==> config.mk <==
export PLATFORM = sky130hd
export DESIGN_NAME = uart_shift_engine
export DESIGN_NICKNAME = d
export VERILOG_FILES = /design/src/rtl/uart_shift_pkg.sv /design/src/rtl/uart_shift_bit_counter.sv /design/src/rtl/uart_shift_engine.sv
export SDC_FILE = /design/constraint.sdc
export NUM_CORES = 1
export LEC_CHECK = 0
export CAP_MARGIN = 20
export CORE_MARGIN = 8
export CORE_UTILIZATION = 30
export DETAILED_ROUTE_END_ITERATION = 8
export GPL_ROUTABILITY_DRIVEN = 0
export GPL_TIMING_DRIVEN = 1
export SLEW_MARGIN = 10
export SYNTH_ARGS = -nofsm -noshare
export SYNTH_HDL_FRONTEND = slang
export SYNTH_SLANG_ARGS = --single-unit
==> constraint.sdc <==
create_clock -name clk -period 3.05 [get_ports clk]
set_clock_uncertainty 0.2 [all_clocks]
set_input_delay 0.305 -clock clk [delete_from_list [all_inputs] [get_ports clk]]
set_output_delay 0.305 -clock clk [all_outputs]
set_load 0.05 [all_outputs]
==> src/rtl/uart_shift_pkg.sv <==
// Shared types and helpers for the UART shift engine.
package uart_shift_pkg;

  typedef enum logic {
    IDLE,
    SHIFT
  } state_t;

  localparam logic SERIAL_IDLE = 1'b1;

  // A zero or oversize frame length selects the full register width.
  function automatic int unsigned clamp_len(input int unsigned len, input int unsigned width);
    return (len == 0 || len > width) ? width : len;
  endfunction

endpackage

==> src/rtl/uart_shift_bit_counter.sv <==
// Bit counter with terminal-count compare for the shift engine.
// With UART_SHIFT_PARITY_EN the terminal count includes the parity stage.
module uart_shift_bit_counter #(
  parameter int LEN_W = 4
) (
  input  logic             clk,
  input  logic             rst,
  input  logic             clear,
  input  logic             en,
  input  logic [LEN_W-1:0] len,
`ifdef UART_SHIFT_PARITY_EN
  output logic             data_end,
`endif
  output logic             at_end
);

  logic [LEN_W-1:0] cnt;

  always_ff @(posedge clk) begin
    if (rst) begin
      cnt <= '0;
    end else if (clear) begin
      cnt <= '0;
    end else if (en) begin
      cnt <= cnt + LEN_W'(1);
    end
  end

`ifdef UART_SHIFT_PARITY_EN
  assign data_end = (cnt == len - LEN_W'(1));
  assign at_end   = (cnt == len);
`else
  assign at_end   = (cnt == len - LEN_W'(1));
`endif

endmodule

==> src/rtl/uart_shift_engine.sv <==
// Full-duplex shift/parallel-load engine for the UART datapath.
// Optional parity stage enabled by defining UART_SHIFT_PARITY_EN.
module uart_shift_engine
  import uart_shift_pkg::*;
#(
  parameter int DATA_WIDTH = 9,
  parameter int LEN_W      = $clog2(DATA_WIDTH + 1)
) (
  input  logic                  clk,
  input  logic                  rst,
  input  logic                  load_valid,
  output logic                  load_ready,
  input  logic [DATA_WIDTH-1:0] load_data,
  input  logic [LEN_W-1:0]      frame_len,
  input  logic                  msb_first,
  input  logic                  shift_tick,
  input  logic                  abort,
  input  logic                  serial_in,
`ifdef UART_SHIFT_PARITY_EN
  input  logic                  parity_odd,
  output logic                  parity_err,
`endif
  output logic                  serial_out,
  output logic                  busy,
  output logic                  cap_valid,
  output logic [DATA_WIDTH-1:0] cap_data,
  output logic                  done
);

  state_t                state, next_state;
  logic [DATA_WIDTH-1:0] shreg, shifted, load_word;
  logic [LEN_W-1:0]      len_q, load_len;
  logic                  msb_q;
  logic                  load_fire, step, finish, at_end;

  function automatic logic [DATA_WIDTH-1:0] len_mask(input logic [LEN_W-1:0] n);
    return ~({DATA_WIDTH{1'b1}} << n);
  endfunction

  function automatic logic cur_bit(input logic [DATA_WIDTH-1:0] w,
                                   input logic [LEN_W-1:0] n, input logic m);
    return m ? w[n - LEN_W'(1)] : w[0];
  endfunction

  assign load_len  = LEN_W'(clamp_len(32'(frame_len), DATA_WIDTH));
  assign load_word = load_data & len_mask(load_len);

  // Shifting stays inside the len-bit window; received bits enter at the far end.
  always_comb begin
    if (msb_q) begin
      shifted = ((shreg << 1) & len_mask(len_q)) | DATA_WIDTH'(serial_in);
    end else begin
      shifted = (shreg >> 1) | (DATA_WIDTH'(serial_in) << (len_q - LEN_W'(1)));
    end
  end

`ifdef UART_SHIFT_PARITY_EN
  logic par_odd_q, par_tx_q, data_end;
`endif

  uart_shift_bit_counter #(
    .LEN_W(LEN_W)
  ) u_cnt (
    .clk     (clk),
    .rst     (rst),
    .clear   (load_fire),
    .en      (step),
    .len     (len_q),
`ifdef UART_SHIFT_PARITY_EN
    .data_end(data_end),
`endif
    .at_end  (at_end)
  );

  always_ff @(posedge clk) begin
    if (rst) begin
      state <= IDLE;
    end else begin
      state <= next_state;
    end
  end

  always_comb begin
    next_state = state;
    load_ready = 1'b0;
    busy       = 1'b0;
    load_fire  = 1'b0;
    step       = 1'b0;
    finish     = 1'b0;
    case (state)
      IDLE: begin
        load_ready = 1'b1;
        if (load_valid) begin
          load_fire  = 1'b1;
          next_state = SHIFT;
        end
      end
      SHIFT: begin
        busy = 1'b1;
        if (abort) begin
          next_state = IDLE;
        end else if (shift_tick) begin
          step = 1'b1;
          if (at_end) begin
            finish     = 1'b1;
            next_state = IDLE;
          end
        end
      end
      default: next_state = IDLE;
    endcase
  end

  always_ff @(posedge clk) begin
    if (rst) begin
      shreg      <= '0;
      len_q      <= '0;
      msb_q      <= 1'b0;
      serial_out <= SERIAL_IDLE;
      cap_valid  <= 1'b0;
      cap_data   <= '0;
      done       <= 1'b0;
`ifdef UART_SHIFT_PARITY_EN
      par_odd_q  <= 1'b0;
      par_tx_q   <= 1'b0;
      parity_err <= 1'b0;
`endif
    end else begin
      cap_valid <= 1'b0;
      done      <= 1'b0;
      if (load_fire) begin
        shreg      <= load_word;
        len_q      <= load_len;
        msb_q      <= msb_first;
        serial_out <= cur_bit(load_word, load_len, msb_first);
`ifdef UART_SHIFT_PARITY_EN
        par_odd_q  <= parity_odd;
        par_tx_q   <= (^load_word) ^ parity_odd;
`endif
      end else if (state == SHIFT && abort) begin
        serial_out <= SERIAL_IDLE;
      end else if (finish) begin
        cap_valid  <= 1'b1;
        done       <= 1'b1;
        serial_out <= SERIAL_IDLE;
`ifdef UART_SHIFT_PARITY_EN
        // Parity tick: shreg already holds the full received word.
        cap_data   <= shreg;
        parity_err <= serial_in != ((^shreg) ^ par_odd_q);
`else
        shreg      <= shifted;
        cap_data   <= shifted;
`endif
      end else if (step) begin
        shreg      <= shifted;
`ifdef UART_SHIFT_PARITY_EN
        serial_out <= data_end ? par_tx_q : cur_bit(shifted, len_q, msb_q);
`else
        serial_out <= cur_bit(shifted, len_q, msb_q);
`endif
      end
    end
  end

endmodule

==> summary.md, run 1 <==
| Metric | Value |
|---|---|
| Core Util, Final | `39.7%` |
| Synth Area in Simple Gates | `approximately a quarter` |
| Mapped Nets | `300` |
| Vias in the first global route | `approximately 2100` |
| WP data required | `around 3.0 ns` |
| # diodes | `0` |
| Height of the die | `roughly 100 microns` |
| Vias post-DR | `2163` |
| Core Footprint | `between 0.006 and 0.007 sq mm` |
| WS Path Type | `in2reg` |
| Initial Util | `31.2%` |
| Power per cell area | `388 mW/mm^2` |
| Post-CTS Setup Inserts | `0` |
| Fin crit period | `2.55 ns` |
| Drt total wl | `about 6400 microns` |
| DP Area | `0.00262 sq mm` |
| Final hold slack | `0.295 ns` |
| Ranking of synthesized cells by area | `dfxtp_1, a21oi_1, nor2_1` |
| Die area | `0.0101 sq mm` |
| Vias/cell | `5.30` |
| Synth cell count leaders | `dfxtp_1, nor2_1, nand2_1` |
| Inst Count DP | `400` |
| Setup tns final | `0 ns` |
| Post-Layout Cell Count | `408` |
| Adder-Cell Fraction of Synth Area | `2.93%` |
| Initial DRC Count | `173` |
| First-pass GRT wire length | `10700 microns` |
| Die width | `100 microns` |
| P_int | `0.712 mW` |
| First drt pass iteration count | `4` |
| Root Buffer Master | `clkbuf_8` |
| Worst-margin pin slew | `0.793 ns` |
| Number of synthesized flops with an enable pin | `0` |
| Clock-pin slew on the worst setup and hold paths | `0.07 ns` |
| Worst hold path class | `reg2reg` |
| FP Rows | `30` |
| Post-synthesis compound-gate area fraction | `28.0%` |
| Fin. max-slew vios | `0` |
| Largest family of logic cells by synthesized area | `compound AO/OA/AOI/OAI gates` |
| Post-Synth XOR/XNOR Area | `under 10%` |
| Final #Nets | `336` |
| TritonCTS clock tree | `built` |
| Area growth, synth to finish | `27.1%` |
| DRC | `0` |
| Largest net degree at the start of global routing | `31` |
| Clock latency at the later pin of the worst-skew pair | `0.29 ns` |
| Final Hold Fails | `0` |
| CP Max Fanout | `9` |
| Synthesized area | `around 0.0021 sq mm` |
| CTS buffer count | `5` |
| Yosys top cell area share | `~28%` |
| Clk sinks | `30` |
| Buffers added on ports | `33` |
| Net Sw Frac | `32.4%` |
| Period Utilization, post-route | `83.7%` |
| WL/cell | `15.6 microns` |
| Antenna-violating nets left | `0` |
| Sequential share of the synthesized area | `about 28%` |
| Maximum Capacitance Violations | `0` |
| CTS resizes | `0` |
| Worst setup SP type | `input port` |
| H-tree depth | `2` |
| Multi-input gate area | `~0.0014 sq mm` |
| P_leak | `slightly below 1 nW` |
| Status | `finished, final reports clean` |
| Critical path arrival | `around 2.5 ns` |
| Io pins | `34` |
| Syn Area/Cell | `7.76 sq um` |
| Reg area | `601 sq um` |
| All-Layer GR Usage | `13.0%` |
| Sequential Power Share | `40.4%` |
| Total grt overflow | `0` |
| Initial antenna violation count | `0` |
| Worst vdd ir | `0.277 mV` |
| Post-DP HPWL | `4830 microns` |
| Finish-stage setup viols | `0` |
| Cell taking the most area after synthesis | `dfxtp_1` |
| Final instance area | `about 0.0027 sq mm` |
| Clock power frac | `31.9%` |
| Worst slew margin | `47.1%` |
| Yosys cell types | `64` |
| CTS Hold Bufs | `0` |
| F_max | `around 0.4 GHz` |
| Fillcell total | `737` |
| Mux contribution to synthesized area | `under 10%` |
| CP Capture Type | `flop` |
| Async set or reset register ratio after synthesis | `0%` |
| Synth Flop Type | `dfxtp_1` |
| Most common cell in the netlist | `dfxtp_1` |
| #FFs+latches synth | `30` |
| Ys Warns | `0` |
| Max Buffers Root-to-Sink | `2` |
| Psw | `0.341 mW` |
| Share of layout cells above drive strength 1 | `10.3%` |
| RSZ-0062 raised after global routing | `no` |
| Post-Synthesis Cells | `roughly 280` |
| Comb power frac | `between 20 and 30%` |
==> worst max-delay path, stage by stage <==
cell and delay (ns):
clkdlybuf4s50_1 0.61, nor3_1 0.12, nor3_1 0.31, ha_1 0.37
a32oi_1 0.24, o22ai_1 0.09, a211o_1 0.27, o2111ai_1 0.08
a32oi_1 0.12
==> final timing paths <==
kind	from	to	slack (ns)	cells past startpoint
setup reg to reg	len_q[1]	serial_out	0.65	8
hold reg to reg	cap_data[3]	cap_data[3]	0.30	2
hold / removal	cap_data[3]	cap_data[3]	0.30	2
setup / recovery	frame_len[1]	serial_out	0.50	9
==> routing by layer <==
| layer | GRT usage, % | part of all wire (%) | up-vias |
|---|---|---|---|
| met3 | 2.84 | 5.2 | 10 |
| met2 | 21.6 | 46 | 58 |
| met5 | 0 | 0 | - |
| met1 | 16.1 | 47 | 1023 |
| met4 | 4.30 | 1.5 | 0 |
| li1 | - | - | 1072 |
==> power groups by stage <==
stage	clock (mW)	sequential, mW	combinational [mW]
3_5_place_dp	0	0.433	0.288
5_1_grt	0.356	0.427	0.318
3_3_place_gp	0	0.433	0.287
2_1_floorplan	0	0.437	0.183
4_1_cts	0.345	0.424	0.290
6_report	0.336	0.425	0.292
==> cell type report <==
type	count	share of cell area [%]
clock inverters	1	0.185
clock buffers	7	3.18
well taps	96	4.43
multi-input cells	212	51.2
repair buffers	49	17.1
flip-flops and latches	30	22.1
inverters	13	1.80
==> cells in the final DEF, fill, tap and decap left out, drive strengths merged, types with 2 or more instances in the layout <==
cell	instances
xor2	4
o41ai	2
o21ai	11
mux2i	10
or3	2
o22ai	2
a22oi	3
nand2	25
o31a	3
o221ai	2
o211ai	5
dfxtp	30
nand2b	7
a21oi	25
nor3	15
o21a	3
nand3b	2
inv	13
ha	5
o31ai	2
nor4	2
a21o	3
clkbuf	7
a31oi	4
nand4	2
xnor2	6
a32oi	4
buf	16
nor2b	7
a221oi	4
nand3	2
clkdlybuf4s50	33
or2	2
nor2	29
==> registers in the layout (all words and copies together) (netlist names) <==
| signal | cells |
|---|---|
| shreg | 9 |
| serial_out | 1 |
| cap_data | 9 |
| state | 1 |
| done | 1 |
| len_q | 4 |
| u_cnt.cnt | 4 |
| msb_q | 1 |
==> cell families (layout without fill, tap and decap cells) <==
| kind of cell | after synthesis | after routing |
|---|---|---|
| fa+ha+maj | 5 | 5 |
| simple gates | 100 | 100 |
| xor+xnor | 11 | 11 |
| mux | 10 | 10 |
| buf+inv | 33 | 70 |
| flops | 30 | 30 |
| compound gates | 86 | 86 |
==> per-stage QoR <==
| step | setup WS (ns) | power, mW |
|---|---|---|
| final | 0.498 | 1.05 |
| after global routing | 0.279 | 1.10 |
| after CTS | 0.520 | 1.06 |
| after detailed placement | 0.235 | 0.722 |
| after global placement | 0.286 | 0.720 |
| after floorplan | 0.619 | 0.620 |
Power figures use the tool's default switching activity.
==> run 2: changes to the inputs <==
==> constraint.sdc (replaced) <==
create_clock -name clk -period 2.17 [get_ports clk]
set_clock_uncertainty 0.2 [all_clocks]
set_input_delay 0.217 -clock clk [delete_from_list [all_inputs] [get_ports clk]]
set_output_delay 0.217 -clock clk [all_outputs]
set_load 0.05 [all_outputs]
==> summary.md, run 2 (synthesized netlist as in run 1, its figures left out) <==
| Metric | Value |
|---|---|
| Post-DP HPWL | `5230 microns` |
| Clock-pin slew on the worst setup and hold paths | `roughly 0.070 ns` |
| Worst-margin pin slew | `0.511 ns` |
| Worst slew margin | `65.8%` |
| CP Max Fanout | `7` |
| # diodes | `0` |
| Fillcell total | `roughly 700` |
| Initial antenna violation count | `0` |
| R2r setup slk | `between 0.05 and 0.06 ns` |
| Die area | `0.0101 sq mm` |
| TritonCTS clock tree | `built` |
| Core Util, Final | `45.0%` |
| Crit-path max cell delay | `approximately 0.5 ns` |
| Worst-case reg-to-reg path depth | `7` |
| Reg-to-Reg End | `serial_out` |
| RSZ-0062 raised after global routing | `yes` |
| Period Utilization, post-route | `slightly below 100%` |
| Fin crit period | `2.11 ns` |
| Slowest-stage cell, CP | `or4b_1` |
| Io pins | `34` |
| CP Capture Type | `flop` |
| Die width | `around 100 microns` |
| H-tree depth | `2` |
| Worst setup SP type | `flop` |
| Status | `finished, final reports clean` |
| First drt pass iteration count | `4` |
| Critical path arrival | `2.13 ns` |
| WS Path Type | `reg2reg` |
| Height of the die | `about 100 microns` |
| P_leak | `1.17 nW` |
| Initial Util | `31.2%` |
| Initial DRC Count | `around 150` |
| Largest regs | `cap_data (9), shreg (9)` |
| Total grt overflow | `0` |
| Power per cell area | `516 mW/mm^2` |
| F_max | `0.473 GHz` |
| Worst vdd ir | `around 0.27 mV` |
| Clock latency at the later pin of the worst-skew pair | `0.29 ns` |
| Vias in the first global route | `2240` |
| First-pass GRT wire length | `11100 microns` |
| Vias/cell | `5.15` |
| All-Layer GR Usage | `between 10 and 15%` |
| Top Family by Delay on Critical Path | `compound AO/OA/AOI/OAI gates` |
| CP Capture Point | `serial_out` |
| CTS Hold Bufs | `0` |
| Share of layout cells above drive strength 1 | `23.2%` |
| Fin. max-slew vios | `0` |
| WL/cell | `15.6 microns` |
| DRC | `0` |
| Final #Nets | `369` |
| Root Buffer Master | `clkbuf_8` |
| Final hold slack | `0.297 ns` |
| Worst path cell trace | `buf_4 > or4b_1 > a21o_1 > a31oi_1 > o21a_1 > o221ai_2 > a32oi_1` |
| WP data required | `2.19 ns` |
| Buffers added on ports | `33` |
| Largest net degree at the start of global routing | `30` |
| FP Rows | `30` |
| Clk sinks | `30` |
| Core Footprint | `0.00683 sq mm` |
| Max Buffers Root-to-Sink | `2` |
| Commonest non-fill, non-tap cell in the layout | `buf_4` |
| Antenna-violating nets left | `0` |
| Worst hold path class | `reg2reg` |
| Finish-stage setup viols | `0` |
| CTS buffer count | `5` |
| Vias post-DR | `2270` |
| Final Hold Fails | `0` |
| Drt total wl | `6900 microns` |
| R2r startpoint | `len_q[1]` |
| Instance count on the critical path | `7` |
| Setup crit start | `len_q[1]` |
| Maximum Capacitance Violations | `0` |
| Commonest non-fill, non-tap cells in the layout | `buf_4, clkdlybuf4s50_1, nor2_1, dfxtp_1, nand2_1` |
| Worst path bufs/invs | `1` |
| Area growth, synth to finish | `44.0%` |
-- run 2: changes by cell type in the layout (fill, tap and decap cells not counted), moves of 3 or more --
cell and change:
nor3_1 -3, clkdlybuf4s50_1 -3, nor3_2 +3, dfxtp_1 -3, buf_4 +31
-- run 2: area by class of cell --
class | count | area [sq um] | area share (%)
Clock buffer | 7 | 86.3 | 2.81
Multi-Input combinational cell | 212 | 1470 | 47.9
Timing Repair Buffer | 82 | 729 | 23.7
Clock inverter | 1 | 5.00 | 0.163
Tap cell | 96 | 120 | 3.91
Inverter | 13 | 53.8 | 1.75
Sequential cell | 30 | 607 | 19.7
-- run 2: worst min path at each step --
stage | depth (start not counted) | startpoint | endpoint
2_1_floorplan | 2 | msb_first | msb_q
3_3_place_gp | 2 | cap_data[3] | cap_data[3]
3_5_place_dp | 2 | cap_data[4] | cap_data[4]
4_1_cts | 2 | cap_data[4] | cap_data[4]
5_1_grt | 2 | cap_data[5] | cap_data[5]
6_report | 2 | cap_data[0] | cap_data[0]
-- run 2: tightest hold or removal path: cells and delay by family (launching register included) --
family	cells	cell delay [ns]
AOI/OAI and AO/OA	1	0.05
DFF	1	0.31
and+or+nand+nor	1	0.10
-- run 2: what timing repair did --
item                                    CTS  global route
endpoints found under the setup margin    3            15
buffers inserted                          1             1
pin swaps                                 2            10
gates resized for setup                   6             9
-- run 2: power by group --
part           internal, mW  switching, mW  leakage [nW]  total (mW)
combinational         0.242          0.266         0.873       0.509
clock                 0.256          0.225        0.0482       0.480
sequential            0.572         0.0265         0.246       0.598
total                  1.07          0.518          1.17        1.59
-- run 2: metal layers --
| metal | track usage (%) | up-vias | share of wire (%) |
|---|---|---|---|
| li1 | - | 1145 | - |
| met1 | 18.0 | 1050 | 49 |
| met2 | 21.6 | 62 | 46 |
| met4 | 4.53 | 0 | 1.7 |
| met5 | 0 | - | 0 |
| met3 | 2.91 | 13 | 3.6 |
-- run 2: through the flow --
stage / power, mW / setup TNS (ns) / std cells / cell area (sq um) / setup WS [ns]
6_report: 1.59 / 0 / 441 / 3070 / 0.0567
4_1_cts: 1.57 / 0 / 440 / 3040 / 0.0240
2_1_floorplan: 0.892 / 0 / 275 / 2210 / 0.00290
5_1_grt: 1.66 / -0.0165 / 441 / 3070 / -0.00975
3_3_place_gp: 1.09 / -0.604 / 431 / 2930 / -0.358
3_5_place_dp: 1.10 / -0.896 / 431 / 2930 / -0.428
==> run 3: changes to the inputs <==
--- a/config.mk
+++ b/config.mk
@@ -11,6 +11,7 @@
 export DETAILED_ROUTE_END_ITERATION = 8
 export GPL_ROUTABILITY_DRIVEN = 0
 export GPL_TIMING_DRIVEN = 1
+export SETUP_SLACK_MARGIN = 0.4
 export SLEW_MARGIN = 10
 export SYNTH_ARGS = -nofsm -noshare
 export SYNTH_HDL_FRONTEND = slang
==> summary.md, run 3 (synthesized netlist as in run 1, its figures left out) <==
| Metric | Value |
|---|---|
| Status | `complete, but fails checks` |
| Failing checks | `negative setup slack` |
| Critical path arrival | `2.21 ns` |
| Period Utilization, post-route | `102%` |
| Inst Count DP | `436` |
| WP data required | `2.18 ns` |
| Post-Layout Cell Count | `462` |
| Largest regs | `cap_data (9), shreg (9)` |
| Max Buffers Root-to-Sink | `2` |
| Initial antenna violation count | `0` |
| Comb power frac | `34.3%` |
| Maximum Capacitance Violations | `0` |
| Commonest non-fill, non-tap cells in the layout | `buf_4, nor2_1, dfxtp_1` |
| Vias post-DR | `2430` |
| Post-DP HPWL | `5330 microns` |
| Psw | `0.566 mW` |
| Drt total wl | `7480 microns` |
| Final #Nets | `between 300 and 400` |
| P_int | `1.20 mW` |
| Fin. max-slew vios | `0` |
| WL/cell | `16.2 microns` |
| R2r startpoint | `len_q[0]` |
| Vias in the first global route | `2442` |
| Clock latency at the later pin of the worst-skew pair | `0.29 ns` |
| CP Capture Point | `serial_out` |
| Total grt overflow | `0` |
| Worst-case reg-to-reg path depth | `9` |
| Clock power frac | `31.7%` |
| Reg-to-Reg End | `serial_out` |
| Setup crit start | `len_q[0]` |
| Die area | `0.0101 sq mm` |
| Power Total | `1.77 mW` |
| First-pass GRT wire length | `12200 microns` |
| Core Footprint | `0.00683 sq mm` |
| Net Sw Frac | `32.0%` |
| Worst path bufs/invs | `2` |
| Die width | `100 microns` |
| Sequential Power Share | `34.0%` |
| Instance count on the critical path | `9` |
| Commonest non-fill, non-tap cell in the layout | `buf_4` |
| Clock-pin slew on the worst setup and hold paths | `0.06 ns` |
| Initial DRC Count | `approximately 140` |
| Area growth, synth to finish | `63.7%` |
| Root Buffer Master | `clkbuf_8` |
| Final Hold Fails | `0` |
| P_leak | `1.41 nW` |
| Largest net degree at the start of global routing | `24` |
| Share of layout cells above drive strength 1 | `35.8%` |
| Slowest-stage cell, CP | `dfxtp_4` |
| Post-route setup slack | `-0.0338 ns` |
| Core Util, Final | `about half` |
| Crit-path max cell delay | `0.39 ns` |
| Top Family by Delay on Critical Path | `compound AO/OA/AOI/OAI gates` |
| Height of the die | `100 microns` |
| TritonCTS clock tree | `built` |
| Antenna-violating nets left | `0` |
| # diodes | `0` |
| H-tree depth | `2` |
| Finish-stage setup viols | `1` |
| CP Max Fanout | `5` |
| CP Capture Type | `flop` |
| F_max | `~0.45 GHz` |
| Buffers added on ports | `33` |
| RSZ-0062 raised after global routing | `yes` |
| CTS Hold Bufs | `0` |
| Worst-margin pin slew | `0.529 ns` |
| Worst hold path class | `reg2reg` |
| CTS buffer count | `5` |
| Clk sinks | `30` |
| R2r setup slk | `-0.03 ns` |
| Initial Util | `approximately 31%` |
| Worst path cell trace | `inv_6 > ha_4 > xor2_4 > buf_4 > nor4_2 > o31a_1 > a32o_1 > o221ai_2 > a32oi_1` |
| Fin crit period | `2.20 ns` |
| Vias/cell | `approximately 5.3` |
| Io pins | `34` |
| FP Rows | `30` |
| First drt pass iteration count | `4` |
| WS Path Type | `reg2reg` |
| All-Layer GR Usage | `14.9%` |
| Worst setup SP type | `flop` |
| Worst slew margin | `64.7%` |
| DRC | `0` |
| Worst vdd ir | `around 0.28 mV` |
| Power per cell area | `around 500 mW/mm^2` |
[run 3: tightest hold or removal path: stages (launching register included)]
cell     delay [ns]
dfxtp_1        0.32
mux2i_1        0.06
nor2_1         0.07
[run 3: final cells by class]
class,count,area [sq um]
clock inverters,3,40.0
fillers,680,3340
multi-input cells,212,1700
repair buffers,103,897
flip-flops and latches,30,616
inverters,13,56.3
clock buffers,5,68.8
well taps,96,120
[run 3: how the worst min path moves through the flow]
stage / endpoint / depth (start not counted) / slack, ns / startpoint
finish: cap_data[6] / 2 / 0.30 / cap_data[6]
global route: cap_data[4] / 2 / 0.35 / cap_data[4]
CTS: cap_data[0] / 2 / 0.30 / cap_data[0]
detailed placement: cap_data[2] / 2 / 0.29 / cap_data[2]
global placement: cap_data[7] / 2 / 0.28 / cap_data[7]
floorplan: msb_q / 2 / 0.17 / msb_first
[run 3: stage by stage]
stage / cell area [sq um] / setup WS [ns] / TNS (ns) / hold WS (ns)
after floorplan: 2270 / 0.00492 / 0 / 0.170
after global placement: 3000 / -0.296 / -0.527 / 0.280
after detailed placement: 3000 / -0.341 / -0.606 / 0.288
after CTS: 3290 / 0.0638 / 0 / 0.298
after global routing: 3490 / -0.150 / -0.902 / 0.345
final: 3490 / -0.0338 / -0.0338 / 0.296
[run 3: repair_timing]
action | 4_1_cts | 5_1_grt
resized for setup | 39 | 29
setup endpoints to repair | 35 | 24
cloned | 1 | 0
pin swaps | 10 | 24
setup buffers | 7 | 10
[run 3: power groups by stage]
stage | sequential [mW] | clock [mW] | combinational, mW
floorplan | 0.617 | 0 | 0.295
global placement | 0.615 | 0 | 0.500
detailed placement | 0.615 | 0 | 0.498
CTS | 0.602 | 0.567 | 0.540
global route | 0.606 | 0.595 | 0.652
finish | 0.603 | 0.561 | 0.607
[run 3: layer usage]
| layer | vias up | track usage (%) | share of wire [%] |
|---|---|---|---|
| met5 | - | 0 | 0 |
| met4 | 0 | 3.72 | 1.3 |
| met3 | 12 | 3.11 | 6.5 |
| met2 | 85 | 24.5 | 49 |
| met1 | 1152 | 19.2 | 43 |
| li1 | 1181 | - | - |
